`src/rtl/fetch_unit.sv`:
```
// fetch_unit: single-outstanding instruction fetch stage.
// Issues one memory read at a time, holds the returned word until the
// consumer retires it, then advances the PC sequentially or to a redirect
// target. A request that is never acknowledged parks the unit in ERR.
// Optional feature macro: FETCH_ALIGN_CHECK_EN adds o_misalign and traps
// taken redirects to non-word-aligned targets.
module fetch_unit #(
  parameter logic [31:0] RESET_PC = 32'h0000_0000,
  parameter int unsigned TIMEOUT  = 16
) (
  input  logic        i_clk,
  input  logic        i_rst,
  output logic        o_imem_req,
  output logic [31:0] o_imem_addr,
  input  logic        i_imem_ack,
  input  logic [31:0] i_imem_data,
  output logic [31:0] o_instr,
  output logic [31:0] o_pc,
  output logic [31:0] o_pc_plus4,
  output logic        o_valid,
  input  logic        i_ready,
  input  logic        i_pcsrc,
  input  logic [31:0] i_nextpc,
  output logic        o_timeout,
`ifdef FETCH_ALIGN_CHECK_EN
  output logic        o_misalign,
`endif
  output logic [31:0] o_icount
);

  typedef enum logic [1:0] {
    S_IDLE = 2'd0,
    S_REQ  = 2'd1,
    S_HOLD = 2'd2,
    S_ERR  = 2'd3
  } state_t;

  // Last wait-count value before the limit; reaching TIMEOUT ack-less
  // cycles is detected one count early so ERR is entered on that edge.
  localparam logic [7:0] WAIT_LAST = 8'(TIMEOUT - 1);

  state_t      r_state;
  logic [31:0] r_pc;
  logic [31:0] r_instr;
  logic        r_valid;
  logic        r_req;
  logic        r_timeout;
  logic [31:0] r_icount;
  logic [7:0]  r_wait;
`ifdef FETCH_ALIGN_CHECK_EN
  logic        r_misalign;
`endif

  logic [31:0] w_pc_plus4;
  logic [31:0] w_pc_next;
  logic        w_bad_redirect;

  // Next-PC selection, only consumed on a retiring HOLD cycle.
  always_comb begin
    w_pc_plus4     = r_pc + 32'd4;
    w_pc_next      = i_pcsrc ? i_nextpc : w_pc_plus4;
`ifdef FETCH_ALIGN_CHECK_EN
    w_bad_redirect = i_pcsrc && (i_nextpc[1:0] != 2'b00);
`else
    w_bad_redirect = 1'b0;
`endif
  end

  // Fetch FSM with all outputs registered.
  always_ff @(posedge i_clk or posedge i_rst) begin
    if (i_rst) begin
      r_state    <= S_IDLE;
      r_pc       <= RESET_PC;
      r_instr    <= '0;
      r_valid    <= 1'b0;
      r_req      <= 1'b0;
      r_timeout  <= 1'b0;
      r_icount   <= '0;
      r_wait     <= '0;
`ifdef FETCH_ALIGN_CHECK_EN
      r_misalign <= 1'b0;
`endif
    end else begin
      case (r_state)
        S_IDLE: begin
          r_state <= S_REQ;
          r_req   <= 1'b1;
          r_wait  <= '0;
        end
        S_REQ: begin
          if (i_imem_ack) begin
            r_instr <= i_imem_data;
            r_valid <= 1'b1;
            r_req   <= 1'b0;
            r_state <= S_HOLD;
          end else if (r_wait == WAIT_LAST) begin
            r_req     <= 1'b0;
            r_timeout <= 1'b1;
            r_state   <= S_ERR;
          end else begin
            r_wait <= r_wait + 8'd1;
          end
        end
        S_HOLD: begin
          if (i_ready) begin
            r_valid  <= 1'b0;
            r_icount <= r_icount + 32'd1;
            if (w_bad_redirect) begin
              // Trap without issuing: PC is left at the retired instruction.
`ifdef FETCH_ALIGN_CHECK_EN
              r_misalign <= 1'b1;
`endif
              r_state <= S_ERR;
            end else begin
              r_pc    <= w_pc_next;
              r_req   <= 1'b1;
              r_wait  <= '0;
              r_state <= S_REQ;
            end
          end
        end
        S_ERR: begin
          r_req   <= 1'b0;
          r_valid <= 1'b0;
        end
        default: begin
          r_state <= S_IDLE;
          r_req   <= 1'b0;
          r_valid <= 1'b0;
        end
      endcase
    end
  end

  assign o_imem_req  = r_req;
  assign o_imem_addr = r_pc;
  assign o_pc        = r_pc;
  assign o_pc_plus4  = w_pc_plus4;
  assign o_instr     = r_instr;
  assign o_valid     = r_valid;
  assign o_timeout   = r_timeout;
  assign o_icount    = r_icount;
`ifdef FETCH_ALIGN_CHECK_EN
  assign o_misalign  = r_misalign;
`endif

endmodule

```
`config.mk`:
```
export PLATFORM = sky130hd
export DESIGN_NAME = fetch_unit
export DESIGN_NICKNAME = d
export VERILOG_FILES = /design/src/rtl/fetch_unit.sv
export SDC_FILE = /design/constraint.sdc
export NUM_CORES = 1
export LEC_CHECK = 0
export CAP_MARGIN = 40
export CORE_UTILIZATION = 41
export CTS_CLUSTER_SIZE = 24
export DETAILED_ROUTE_END_ITERATION = 10
export PLACE_DENSITY = 0.83
export SLEW_MARGIN = 20
export SYNTH_ARGS = -nofsm -noshare
export SYNTH_HDL_FRONTEND = slang
export SYNTH_SLANG_ARGS = --single-unit
```
`constraint.sdc`:
```
create_clock -name i_clk -period 3.87 [get_ports i_clk]
set_input_delay 0.387 -clock i_clk [delete_from_list [all_inputs] [get_ports i_clk]]
set_output_delay 0.387 -clock i_clk [all_outputs]
set_load 0.03 [all_outputs]
```
# After elaboration in Yosys (flattened, before gate mapping)
# Cells that the tools add are included.
# word_totals
reg_bits	109
output_inout_bits	163
wordCells	47
input_bits	69
# classes
n_eq_ne	9
reduce_logical	10
add_sub_neg	3
bitwise	1
n_mux	16
# ops
cell	count
$add A32 B1 Y32 const B	1
$add A32 B3 Y32 const B	1
$mux W32	1
$mux W8	3
$pmux W8 S3	1
$reduce_and A3 Y1	3
$add A8 B1 Y8 const B	1
$eq A8 B4 Y1 const B	1
$ne A2 B2 Y1 const B	4
$mux W2	3
$pmux W2 S3	1
$reduce_and A2 Y1	3
$reduce_bool A3 Y1	2
$mux W1	5
$eq A2 B2 Y1 const B	2
$pmux W1 S4	1
$reduce_and A4 Y1	1
$ne A3 B3 Y1 const B	1
$pmux W1 S3	1
$eq A2 B1 Y1 const B	1
$logic_not A2 Y1	1
$not A1 Y1	1

# Longest topological paths before layout
# logic_depth
depth_word	4
mapped_depth	7
mapped_depth_nobuf	6

# Least setup slack after synthesis
# Ideal clock, no wire load.
# synth_timing
kind	flip-flop to output port
startpoint	register r_pc[2] (netlist: o_imem_addr[2])
endpoint	output o_pc_plus4[26]
t_required_ns	3.483
n_path_buf	1
setup_slack_ns	0.766
arrival_ns	2.717
stages_incl_launch_ff	7
path_cell_list	dfrtp_1 > ha_1 > nand2_1 > or4_1 > buf_2 > or4_4 > xnor2_1
# synth_between
elab_chain_len	1
# synth_lines
item	line	text
start: declaration	43	logic [31:0] r_pc;
start signal: assignment	115	r_pc <= w_pc_next;
$add A32 B3 Y32	60	w_pc_plus4 = r_pc + 32'd4;
end: declaration	19	output logic [31:0] o_pc_plus4,
# No other way between the ends.

# Worst setup path in the final report
# layout_timing
startpoint	register r_pc[2] (netlist: o_imem_addr[2])
endpoint	output o_pc_plus4[28]
# Same word-level chain as after synthesis.

==> impl_metrics.ini <==
[final_layout]
antennaDiodeCount = 0
final_cells = 939
final_nets = 830
syn2layout_area_growth_pct = 44.71
nFillCells = 1093
drive_gt1_share_pct = 8.257

[synthesis]
syn-cell-area_sq_mm = 0.005717
ys_warn_count = 0
synthTopCellsByArea = dfrtp_1 (48%), xnor2_1 (6.7%), mux2_2 (6.7%)
synthArstFlopShare_pct = 100.0
ys_types = 47
syn-mean-instance-area_sq_um = 9.994
ys.flop_type = dfrtp_1
netlist_instances = 572
synth_edf_count = 0
synth.top_cell.area_share_pct = 47.71
synth_seq_cells = 109
synth_seq_area_share_pct = 47.71
yosysTopAreaCell = dfrtp_1
synth_nets = 644

[sta]
fin_skew_ps = 8.319
slew_viol_final = 0
holdWs_ps = 490.6
slew_headroom_pct = 53.62
fin_crit_ps = 3676
worstMarginPinSlew_ps = 695.7
tns_ps = 0
finalSetupViolCount = 0
finalHoldViolCount = 0
fin_crit_sh_pct = 94.98
fmax_mhz = 272.0
rsz0062_at_grt = false

[floorplanning]
die_h_microns = 120.1
dieArea_sq_mm = 0.01442
num_rows = 42
core_region_area_sq_mm = 0.01340
start_util_pct = 42.66
boundaryPins = 232
die_x_microns = 120.1

[worst_setup_path]
cp_max_fo = 8
cp_slowest_cell = clkdlybuf4s50_1
ff2ff_path_depth = 6
critPathCaptureType = output port
cp_num_buf_inv = 1
path_class = reg -> out
worstSetupStartpointType = flop
r2r-start = o_imem_addr[2]
path_cells = ha_1 -> nand2_1 -> or4_1 -> nor4_2 -> xor2_1 -> clkdlybuf4s50_1
cp_top_family = simple AND/OR/NAND/NOR gates
cp.arrival_ps = 3290
critPathMaxStageDelay_ps = 700
crit_required_ps = 3480
reg2reg_slack_ps = 1100
reg2reg_to = o_imem_addr[26]

[route]
wl_per_cell_microns = 17.80
dr_wl_met3_microns = 1667
met1Wirelength_microns = 6536
highest_layer = met4
drt_pass1_iterations = 4
ant_nets = 0
viasPerCell = 5.428
vias = 5097
wirelength_microns = 16720
routed-wl-met2_microns = 8177
drc_errors = 0
dr.first_iter.drc_count = 438

[clock_tree]
root_buffer = clkbuf_16
clkSinkCount = 109
cts_tree = yes
numCtsBuffers = 9
clk_pin_slew_worst_paths_ps = 70
post_cts_buffers = 0
clock_latency_ps = 340
h-tree-depth = 3
clockBufferDepth = 2

[power_and_ir_drop]
p_per_area_mw_per_mm2 = 594.5
combPwrFrac_pct = 46.7
clock_power_share_pct = 19.3
sw_frac_of_total_pct = 41.49
internal-power_w = 0.002878
seq_power_share_pct = 34.0
p_leak_nw = 3.410
p_sw_w = 0.002041
irDropWorstVdd_mv = 0.3895

[place]
place_hpwl_microns = 12220
gp_congestion = 0.8749
port_buffers = 231
dp.cells = 923

[worst_hold_path]
hold_path.class = in -> async

[global_routing]
gr-total-overflow = 0
grt_pass1_wl_microns = 26800
first_global_vias = 5146
grt_usage_pct = 23.62
grt_antenna_before_repair = 0
grt_max_degree = 61

[status]
outcome = completed

[job]
cap_violations = 0
==> flip-flops by register name, indices dropped and copies added, names as in the netlist <==
register,cells
o_icount,32
o_imem_addr,32
o_imem_req,1
o_timeout,1
o_instr,32
o_valid,1
r_state,2
r_wait,8
==> layout by cell type (no fill, tap or decap), drive strengths merged, types with 5 or more instances in the layout <==
master and count:
clkdlybuf4s50 229, dfrtp 109, nand2 47, nand3 44
xnor2 44, nor2 36, mux2 34, o21ai 22
xor2 22, and3 19, a21oi 19, nand4 17
or4 12, nor3 11, inv 11, clkbuf 10
nor4 8, buf 8, mux2i 5, o22ai 5
a31oi 5, a22oi 5
==> power groups by stage <==
| stage | Sequential (W) | Combinational (W) | Clock (W) |
|---|---|---|---|
| global placement | 0.00165 | 0.00228 | 0 |
| detailed placement | 0.00169 | 0.00230 | 0 |
| finish | 0.00167 | 0.00230 | 0.000948 |
| floorplan | 0.00206 | 0.000979 | 0 |
| CTS | 0.00167 | 0.00231 | 0.000970 |
| global route | 0.00171 | 0.00241 | 0.00102 |
==> worst reg2reg max path, stage by stage (launching register included) <==
cell and delay (ps):
dfrtp_1 480, ha_1 290, nand2_1 130, or4_1 690
or4_4 610, or4_1 410, nand3_1 100
==> worst max path at each step <==
stage	from	endpoint	depth (start not counted)	slack (ps)
floorplan	i_rst	o_icount[0]	1	610
global placement	o_imem_addr[2]	o_pc_plus4[26]	6	560
detailed placement	o_imem_addr[2]	o_pc_plus4[28]	6	480
CTS	o_imem_addr[2]	o_pc_plus4[28]	6	90
global route	o_imem_addr[2]	o_pc_plus4[28]	6	50
finish	o_imem_addr[2]	o_pc_plus4[28]	6	190
==> cell families (layout without fill, tap and decap cells) <==
logic type                 Yosys count  count (layout)  share of synthesized area [%]
adders and majority gates            3               3                         0.6567
muxes                               39              39                          7.573
and+or+nand+nor                    206             206                          18.63
AOI/OAI and AO/OA                   76              76                          8.252
DFF                                109             109                          47.71
xor gates and xnor gates            66              66                          10.11
buffers and inverters               73             264                          7.069
==> Yosys cell counts, drive strengths merged, types with 8 or more instances <==
master,number
a21oi,19
nor2,36
clkbuf,28
xor2,22
nand3,44
and3,19
o21ai,22
mux2,34
nor3,11
nand2,47
dfrtp,109
buf,35
xnor2,44
or4,12
nand4,17
nor4,8
inv,9
==> final cells by class <==
| cell class | count | area [sq um] | area share [%] |
|---|---|---|---|
| inverters | 10 | 40.04 | 0.4840 |
| clock inverters | 6 | 70.07 | 0.8469 |
| repair buffers | 238 | 2395 | 28.95 |
| clock buffers | 10 | 229.0 | 2.768 |
| flip-flops and latches | 109 | 2728 | 32.97 |
| multi-input cells | 390 | 2591 | 31.32 |
| well taps | 176 | 220.2 | 2.662 |
==> per-stage QoR <==
| step | utilization, % | setup WS, ps | power, W | area [sq um] |
|---|---|---|---|---|
| 6_report | 61.74 | 194.1 | 0.004918 | 8273 |
| 3_3_place_gp | 59.23 | 558.3 | 0.003938 | 7938 |
| 4_1_cts | 61.67 | 87.36 | 0.004951 | 8264 |
| 2_1_floorplan | - | 609.1 | 0.003043 | 5717 |
| 3_5_place_dp | 59.44 | 481.0 | 0.003991 | 7965 |
| 5_1_grt | 61.74 | 52.02 | 0.005139 | 8273 |
==> repair_timing <==
| action | in CTS | in global routing |
|---|---|---|
| endpoints found under the setup margin | 0 | 1 |
| hold buffers | 0 | 0 |
| resized for setup | 0 | 2 |
==> routing by layer <==
layer	vias up	GRT usage, %
li1	2357	-
met1	2456	27.21
met2	261	40.73
met3	23	7.890
met4	0	8.125
met5	-	0
No activity file was read; power rests on OpenSTA's default activity.
